--- src/rtl/alu_arbiter_if.sv ---
// Request, ALU and response bundle shared by the arbiter and its surroundings.
// Latency: none, wires only.
// Backpressure: req_ready / rsp_ready travel with their valid lines.
interface alu_arbiter_if #(
    parameter int N = 16,
    parameter int M = 4
);
    // request side
    logic [1:0]   req_valid;
    logic [1:0]   req_ready;
    logic [N-1:0] req0_a;
    logic [N-1:0] req1_a;
    logic [N-1:0] req0_b;
    logic [N-1:0] req1_b;
    logic         req0_cin;
    logic         req1_cin;
    logic [M-1:0] req0_mode;
    logic [M-1:0] req1_mode;

    // ALU side
    logic [N-1:0] alu_a;
    logic [N-1:0] alu_b;
    logic         alu_cin;
    logic [M-1:0] alu_mode;
    logic [N-1:0] alu_y;
    logic         alu_cout;
    logic         alu_ovf;

    // response side
    logic         rsp_valid;
    logic         rsp_ready;
    logic         rsp_id;
    logic [N-1:0] rsp_y;
    logic         rsp_cout;
    logic         rsp_ovf;
    logic [15:0]  op_count;

    // arbiter view
    modport slave (
        input  req_valid, req0_a, req1_a, req0_b, req1_b,
               req0_cin, req1_cin, req0_mode, req1_mode,
               alu_y, alu_cout, alu_ovf, rsp_ready,
        output req_ready, alu_a, alu_b, alu_cin, alu_mode,
               rsp_valid, rsp_id, rsp_y, rsp_cout, rsp_ovf, op_count
    );

    // requesters / ALU / consumer view
    modport master (
        output req_valid, req0_a, req1_a, req0_b, req1_b,
               req0_cin, req1_cin, req0_mode, req1_mode,
               alu_y, alu_cout, alu_ovf, rsp_ready,
        input  req_ready, alu_a, alu_b, alu_cin, alu_mode,
               rsp_valid, rsp_id, rsp_y, rsp_cout, rsp_ovf, op_count
    );
endinterface

--- src/rtl/alu_arbiter.sv ---
// Two-port arbiter sharing one external ALU; optional round-robin via `ALU_ARB_RR_EN.
// Latency: accept -> one EXEC cycle -> rsp_valid in the following cycle (1 op per 3 cycles max).
// Backpressure: req_ready only in IDLE for the granted port; RESP holds until rsp_ready.
module alu_arbiter #(
    parameter int N = 16,
    parameter int M = 4
) (
    input  logic         clk,
    input  logic         rst,
    alu_arbiter_if.slave bus
);

    localparam logic [1:0] S_IDLE = 2'd0;
    localparam logic [1:0] S_EXEC = 2'd1;
    localparam logic [1:0] S_RESP = 2'd2;

    logic [1:0]   state;
    logic         last_grant;
    logic         grant;
    logic         take;
    logic [N-1:0] sel_a;
    logic [N-1:0] sel_b;
    logic         sel_cin;
    logic [M-1:0] sel_mode;

    // Pick the winner among valid ports; grant is don't-care when nothing is valid.
    always_comb begin
        grant = 1'b0;
`ifdef ALU_ARB_RR_EN
        if (bus.req_valid == 2'b11)
            grant = ~last_grant;
        else
            grant = bus.req_valid[1] & ~bus.req_valid[0];
`else
        // Port 0 always wins; with nothing valid grant parks on last_grant.
        if (bus.req_valid[0])
            grant = 1'b0;
        else
            grant = bus.req_valid[1] | last_grant;
`endif
    end

    // Accept only in IDLE, and only on the granted port.
    always_comb begin
        take          = (state == S_IDLE) && (|bus.req_valid);
        bus.req_ready = 2'b00;
        if (take)
            bus.req_ready = grant ? 2'b10 : 2'b01;
    end

    // Operand mux for the granted port.
    always_comb begin
        sel_a    = grant ? bus.req1_a    : bus.req0_a;
        sel_b    = grant ? bus.req1_b    : bus.req0_b;
        sel_cin  = grant ? bus.req1_cin  : bus.req0_cin;
        sel_mode = grant ? bus.req1_mode : bus.req0_mode;
    end

    // Sequencer: IDLE -> EXEC -> RESP -> IDLE, tracking the last grant.
    always_ff @(posedge clk or posedge rst) begin
        if (rst) begin
            state      <= S_IDLE;
            last_grant <= 1'b1;
        end else begin
            case (state)
                S_IDLE: begin
                    if (take) begin
                        state      <= S_EXEC;
                        last_grant <= grant;
                    end
                end
                S_EXEC: state <= S_RESP;
                S_RESP: begin
                    if (bus.rsp_ready)
                        state <= S_IDLE;
                end
                default: state <= S_IDLE;
            endcase
        end
    end

    // ALU operands change only on accept, so the ALU sees quiet inputs otherwise.
    always_ff @(posedge clk or posedge rst) begin
        if (rst) begin
            bus.alu_a    <= '0;
            bus.alu_b    <= '0;
            bus.alu_cin  <= 1'b0;
            bus.alu_mode <= '0;
        end else if (take) begin
            bus.alu_a    <= sel_a;
            bus.alu_b    <= sel_b;
            bus.alu_cin  <= sel_cin;
            bus.alu_mode <= sel_mode;
        end
    end

    // Response register: id on accept, result at end of EXEC, valid through RESP.
    always_ff @(posedge clk or posedge rst) begin
        if (rst) begin
            bus.rsp_valid <= 1'b0;
            bus.rsp_id    <= 1'b0;
            bus.rsp_y     <= '0;
            bus.rsp_cout  <= 1'b0;
            bus.rsp_ovf   <= 1'b0;
        end else begin
            if (take)
                bus.rsp_id <= grant;
            if (state == S_EXEC) begin
                bus.rsp_y     <= bus.alu_y;
                bus.rsp_cout  <= bus.alu_cout;
                bus.rsp_ovf   <= bus.alu_ovf;
                bus.rsp_valid <= 1'b1;
            end else if ((state == S_RESP) && bus.rsp_ready) begin
                bus.rsp_valid <= 1'b0;
            end
        end
    end

    // Completed-response counter; wraps naturally at 16 bits.
    always_ff @(posedge clk or posedge rst) begin
        if (rst)
            bus.op_count <= '0;
        else if ((state == S_RESP) && bus.rsp_ready)
            bus.op_count <= bus.op_count + 16'd1;
    end

endmodule
--- src/flat_wrapper.sv ---
// flat-port wrapper written by rule: the top's interface ports become plain ports
module alu_arbiter_flat 
#(
    parameter int N = 16,
    parameter int M = 4
)
  (clk, rst, bus_req_valid, bus_req0_a, bus_req1_a, bus_req0_b, bus_req1_b, bus_req0_cin, bus_req1_cin, bus_req0_mode, bus_req1_mode, bus_alu_y, bus_alu_cout, bus_alu_ovf, bus_rsp_ready, bus_req_ready, bus_alu_a, bus_alu_b, bus_alu_cin, bus_alu_mode, bus_rsp_valid, bus_rsp_id, bus_rsp_y, bus_rsp_cout, bus_rsp_ovf, bus_op_count);
  alu_arbiter_if #(.N(N), .M(M)) bus_i ();
  input  logic clk;
  input  logic rst;
  input wire logic [$bits(bus_i.req_valid)-1:0] bus_req_valid;
  input wire logic [$bits(bus_i.req0_a)-1:0] bus_req0_a;
  input wire logic [$bits(bus_i.req1_a)-1:0] bus_req1_a;
  input wire logic [$bits(bus_i.req0_b)-1:0] bus_req0_b;
  input wire logic [$bits(bus_i.req1_b)-1:0] bus_req1_b;
  input wire logic [$bits(bus_i.req0_cin)-1:0] bus_req0_cin;
  input wire logic [$bits(bus_i.req1_cin)-1:0] bus_req1_cin;
  input wire logic [$bits(bus_i.req0_mode)-1:0] bus_req0_mode;
  input wire logic [$bits(bus_i.req1_mode)-1:0] bus_req1_mode;
  input wire logic [$bits(bus_i.alu_y)-1:0] bus_alu_y;
  input wire logic [$bits(bus_i.alu_cout)-1:0] bus_alu_cout;
  input wire logic [$bits(bus_i.alu_ovf)-1:0] bus_alu_ovf;
  input wire logic [$bits(bus_i.rsp_ready)-1:0] bus_rsp_ready;
  output wire logic [$bits(bus_i.req_ready)-1:0] bus_req_ready;
  output wire logic [$bits(bus_i.alu_a)-1:0] bus_alu_a;
  output wire logic [$bits(bus_i.alu_b)-1:0] bus_alu_b;
  output wire logic [$bits(bus_i.alu_cin)-1:0] bus_alu_cin;
  output wire logic [$bits(bus_i.alu_mode)-1:0] bus_alu_mode;
  output wire logic [$bits(bus_i.rsp_valid)-1:0] bus_rsp_valid;
  output wire logic [$bits(bus_i.rsp_id)-1:0] bus_rsp_id;
  output wire logic [$bits(bus_i.rsp_y)-1:0] bus_rsp_y;
  output wire logic [$bits(bus_i.rsp_cout)-1:0] bus_rsp_cout;
  output wire logic [$bits(bus_i.rsp_ovf)-1:0] bus_rsp_ovf;
  output wire logic [$bits(bus_i.op_count)-1:0] bus_op_count;
  assign bus_i.req_valid = bus_req_valid;
  assign bus_i.req0_a = bus_req0_a;
  assign bus_i.req1_a = bus_req1_a;
  assign bus_i.req0_b = bus_req0_b;
  assign bus_i.req1_b = bus_req1_b;
  assign bus_i.req0_cin = bus_req0_cin;
  assign bus_i.req1_cin = bus_req1_cin;
  assign bus_i.req0_mode = bus_req0_mode;
  assign bus_i.req1_mode = bus_req1_mode;
  assign bus_i.alu_y = bus_alu_y;
  assign bus_i.alu_cout = bus_alu_cout;
  assign bus_i.alu_ovf = bus_alu_ovf;
  assign bus_i.rsp_ready = bus_rsp_ready;
  assign bus_req_ready = bus_i.req_ready;
  assign bus_alu_a = bus_i.alu_a;
  assign bus_alu_b = bus_i.alu_b;
  assign bus_alu_cin = bus_i.alu_cin;
  assign bus_alu_mode = bus_i.alu_mode;
  assign bus_rsp_valid = bus_i.rsp_valid;
  assign bus_rsp_id = bus_i.rsp_id;
  assign bus_rsp_y = bus_i.rsp_y;
  assign bus_rsp_cout = bus_i.rsp_cout;
  assign bus_rsp_ovf = bus_i.rsp_ovf;
  assign bus_op_count = bus_i.op_count;
  alu_arbiter #(.N(N), .M(M)) u_core (.clk(clk), .rst(rst), .bus(bus_i));
endmodule
--- config.mk ---
export PLATFORM = sky130hd
export DESIGN_NAME = alu_arbiter_flat
export DESIGN_NICKNAME = d
export VERILOG_FILES = /design/src/rtl/alu_arbiter_if.sv /design/src/rtl/alu_arbiter.sv /design/src/flat_wrapper.sv
export SDC_FILE = /design/constraint.sdc
export NUM_CORES = 1
export LEC_CHECK = 0
export BUFFER_PORTS_ARGS = -buffer_cell sky130_fd_sc_hd__buf_2
export CAP_MARGIN = 20
export CORE_UTILIZATION = 44
export CTS_CLUSTER_DIAMETER = 30
export DETAILED_ROUTE_END_ITERATION = 16
export PLACE_DENSITY = 0.84
export SLEW_MARGIN = 20
export SYNTH_ARGS = -nofsm -noshare
export SYNTH_HDL_FRONTEND = slang
export SYNTH_SLANG_ARGS = --single-unit
--- constraint.sdc ---
create_clock -name clk -period 2.4 [get_ports clk]
set_input_delay 0.24 -clock clk [delete_from_list [all_inputs] [get_ports clk]]
set_output_delay 0.24 -clock clk [all_outputs]
set_load 0.03 [all_outputs]
==> key figures <==
Status
  • Status: completed

Placement
  • IO buf count: 171
  • RePlAce Congestion: 0.776
  • DP HPWL: 5170 um
  • Worst slack, placed: 641 ps
  • Placed insts: 481
  • Dpl cell area: 4000 um2

Die
  • Die width: 85.4 um
  • Rows: 30
  • I/O pins: 172
  • Die height: 85.4 um
  • Die ar.: 7280 um2
  • Initial core utilization: 45.2%
  • Core area: 6760 um2

Setup path
  • Slowest stage delay, CP: 470 ps
  • Flop-to-flop setup slack: 750 ps
  • WP data required: 2160 ps
  • CP cell instances: nor2_1 -> and2_1 -> buf_12 -> buf_2
  • Startpoint Class: flip-flop
  • Worst path slowest cell: and2_1
  • CP Capture Type: output pin
  • Crit Path Max Fanout: 27
  • Crit Path Class: reg -> out
  • Worst path arrival time: 1890 ps

Logic synthesis
  • Largest area contributor in the netlist: dfrtp_1
  • Ys Warns: 0
  • Sequential area share after synthesis: 61.4%
  • Gate Count Post-Synth: 239
  • Async S/R FF share, synth: 100%
  • Synth Cell Area: 3060 um2
  • Main synth FF type: dfrtp_1
  • Yosys cell types: 30
  • Area share of the largest cell type after synthesis: 61.4%
  • Synth Register Bits: 75
  • EDFF count, synth: 0
  • Syn_area_per_cell: 12.8 um2
  • Syn_nets: 337
  • Synth area leaders: dfrtp_1 (61%), a222oi_1 (12%), mux2_2 (6.6%)

Detailed routing
  • 1st-pass router iterations: 7
  • Vias per cell: 5.19
  • DRC Markers: 0
  • Post-route ant nets: 0
  • Via count: 2585
  • Wirelength per Cell: 14.7 um
  • DRT iter0 DRCs: 214
  • Routed WL: 7330 um

Timing
  • Tcrit/Tclk final: 88.6%
  • Final count of negative-setup-slack endpoints: 0
  • Worst Skew: 11.4 ps
  • Worst setup margin: 273 ps
  • Fin. max-slew vios: 0
  • Crit path time final: 2130 ps
  • Worst relative slew slack: 64.4%
  • RSZ-0062 raised after global routing: no
  • Final hold violations: 0
  • Max Clk Rate: 470 MHz
  • Setup TNS: 0 ps
  • Actual slew at the worst max-slew pin: 534 ps

Hold path
  • Min-delay worst type: in -> reg

CTS
  • Post-CTS setup buffer count: 0
  • H-tree depth: 3
  • CTS tree: built
  • TritonCTS buffer count: 9
  • Clk_lat worst skew: 340 ps
  • Clk pin slew, worst setup/hold paths: 80 ps
  • Root buf cell: clkbuf_8
  • Sink Count: 75
  • Clock tree buffer depth: 2

Power
  • Sw Share: 43.2%
  • Power per cell area: 1420 nW/um2
  • P_sw: 2600 uW
  • Maximum VDD drop: 628 uV
  • Sequential share of power: 34.9%
  • Clock power share: 18.1%
  • P_leak: 0.00237 uW
  • Int Pwr: 3420 uW
  • Combinational Power Share: 47.0%

Cells and area
  • Area delta synth->final: 38.5%
  • Antenna cell count: 0
  • Non-filler instance count after layout: 498
  • Design area: 4230 um2
  • Most common cell after layout, fill and taps aside: buf_2
  • NumNets Final: 511
  • Most frequent cells in the layout: buf_2 (171), dfrtp_1 (75), inv_1 (38), a222oi_1 (37), mux2_2 (18)
  • Fraction of layout cells with a size suffix above 1: 51.9%
  • Layout Utilization: 62.7%

GRT
  • Global-route wire length before repair: 11800 um
  • Total track usage: 21.0%
  • Vias in the first global route: 2555
  • Global route overflow: 0
  • Initial antenna violation count: 0
  • Largest net degree at the start of global routing: 76

Job
  • Max-cap viol count: 0
[metrics by stage]
step,hold WS [ps],power (uW)
5_1_grt,102,6360
6_report,108,6010
3_3_place_gp,353,4870
2_1_floorplan,365,4120
4_1_cts,89.4,6070
3_5_place_dp,367,4960
[repair_timing]
item	CTS	global route
gates resized for setup	0	0
hold buffers	1	0
hold endpoints to repair	66	0
[cells by family (layout without fill, tap and decap cells)]
group	count (synthesis)	in the layout	share of synthesized area, %
flops	75	75	61.4
buf+inv	54	233	8.02
compound gates	39	39	12.5
simple gates	37	37	6.71
mux	18	18	6.63
xor+xnor	15	15	4.30
fa+ha+maj	1	1	0.409
[registers in the layout, summed over array words and instances (netlist names)]
name and count:
u_core.bus.alu_a 16, u_core.bus.alu_b 16, u_core.bus.op_count 16, u_core.bus.rsp_y 16, u_core.bus.alu_mode 4, u_core.state 2, u_core.bus.alu_cin 1, u_core.bus.rsp_cout 1
u_core.bus.rsp_id 1, u_core.bus.rsp_ovf 1, u_core.bus.rsp_valid 1
[cells in the mapped netlist, types with 3 or more instances]
master and instances:
buf_2 7, a222oi_1 37, buf_6 4, nor2_1 6, nand3_1 5, dfrtp_1 75, xor2_1 5, mux2_2 18
and3_1 3, nand2_1 8, inv_1 39, xnor2_1 10
[worst max-delay path: cells and delay by family (launching register included)]
kind	cells	cell delay, ps
flops	1	440
buf+inv	2	460
simple gates	2	640
[power groups by stage]
stage / clock [uW] / sequential, uW / combinational (uW)
2_1_floorplan: 0 / 3110 / 1020
3_3_place_gp: 0 / 2100 / 2770
3_5_place_dp: 0 / 2110 / 2850
4_1_cts: 1120 / 2100 / 2850
5_1_grt: 1180 / 2160 / 3030
6_report: 1090 / 2100 / 2820
[metal layers]
metal / GRT usage, % / part of all wire [%]
met1: 25.1 / 41
met2: 36.1 / 52
met3: 5.16 / 5.8
met4: 8.94 / 1.4
met5: 0 / 0
[layout make-up]
type,count,area [um2]
clock buffer,12,155
clock inverter,4,72.6
fill,534,2520
inverter,39,146
multi-input combinational,110,947
sequential,75,1880
tap,80,100
timing repair buffer,178,936
[worst paths after layout]
path,cells past startpoint,endpoint,from
worst max-delay path,4,bus_req_ready[0],u_core.state[1]
worst min-delay path,3,u_core.bus.alu_b[6],bus_req1_b[6]
worst max register to register,5,u_core.bus.alu_a[15],u_core.state[1]
worst min register to register,1,u_core.bus.op_count[15],u_core.bus.op_count[15]
max in group asynchronous,4,u_core.bus.alu_a[15],rst
min in group asynchronous,4,u_core.bus.rsp_ovf,rst
Power figures use the tool's default switching activity.
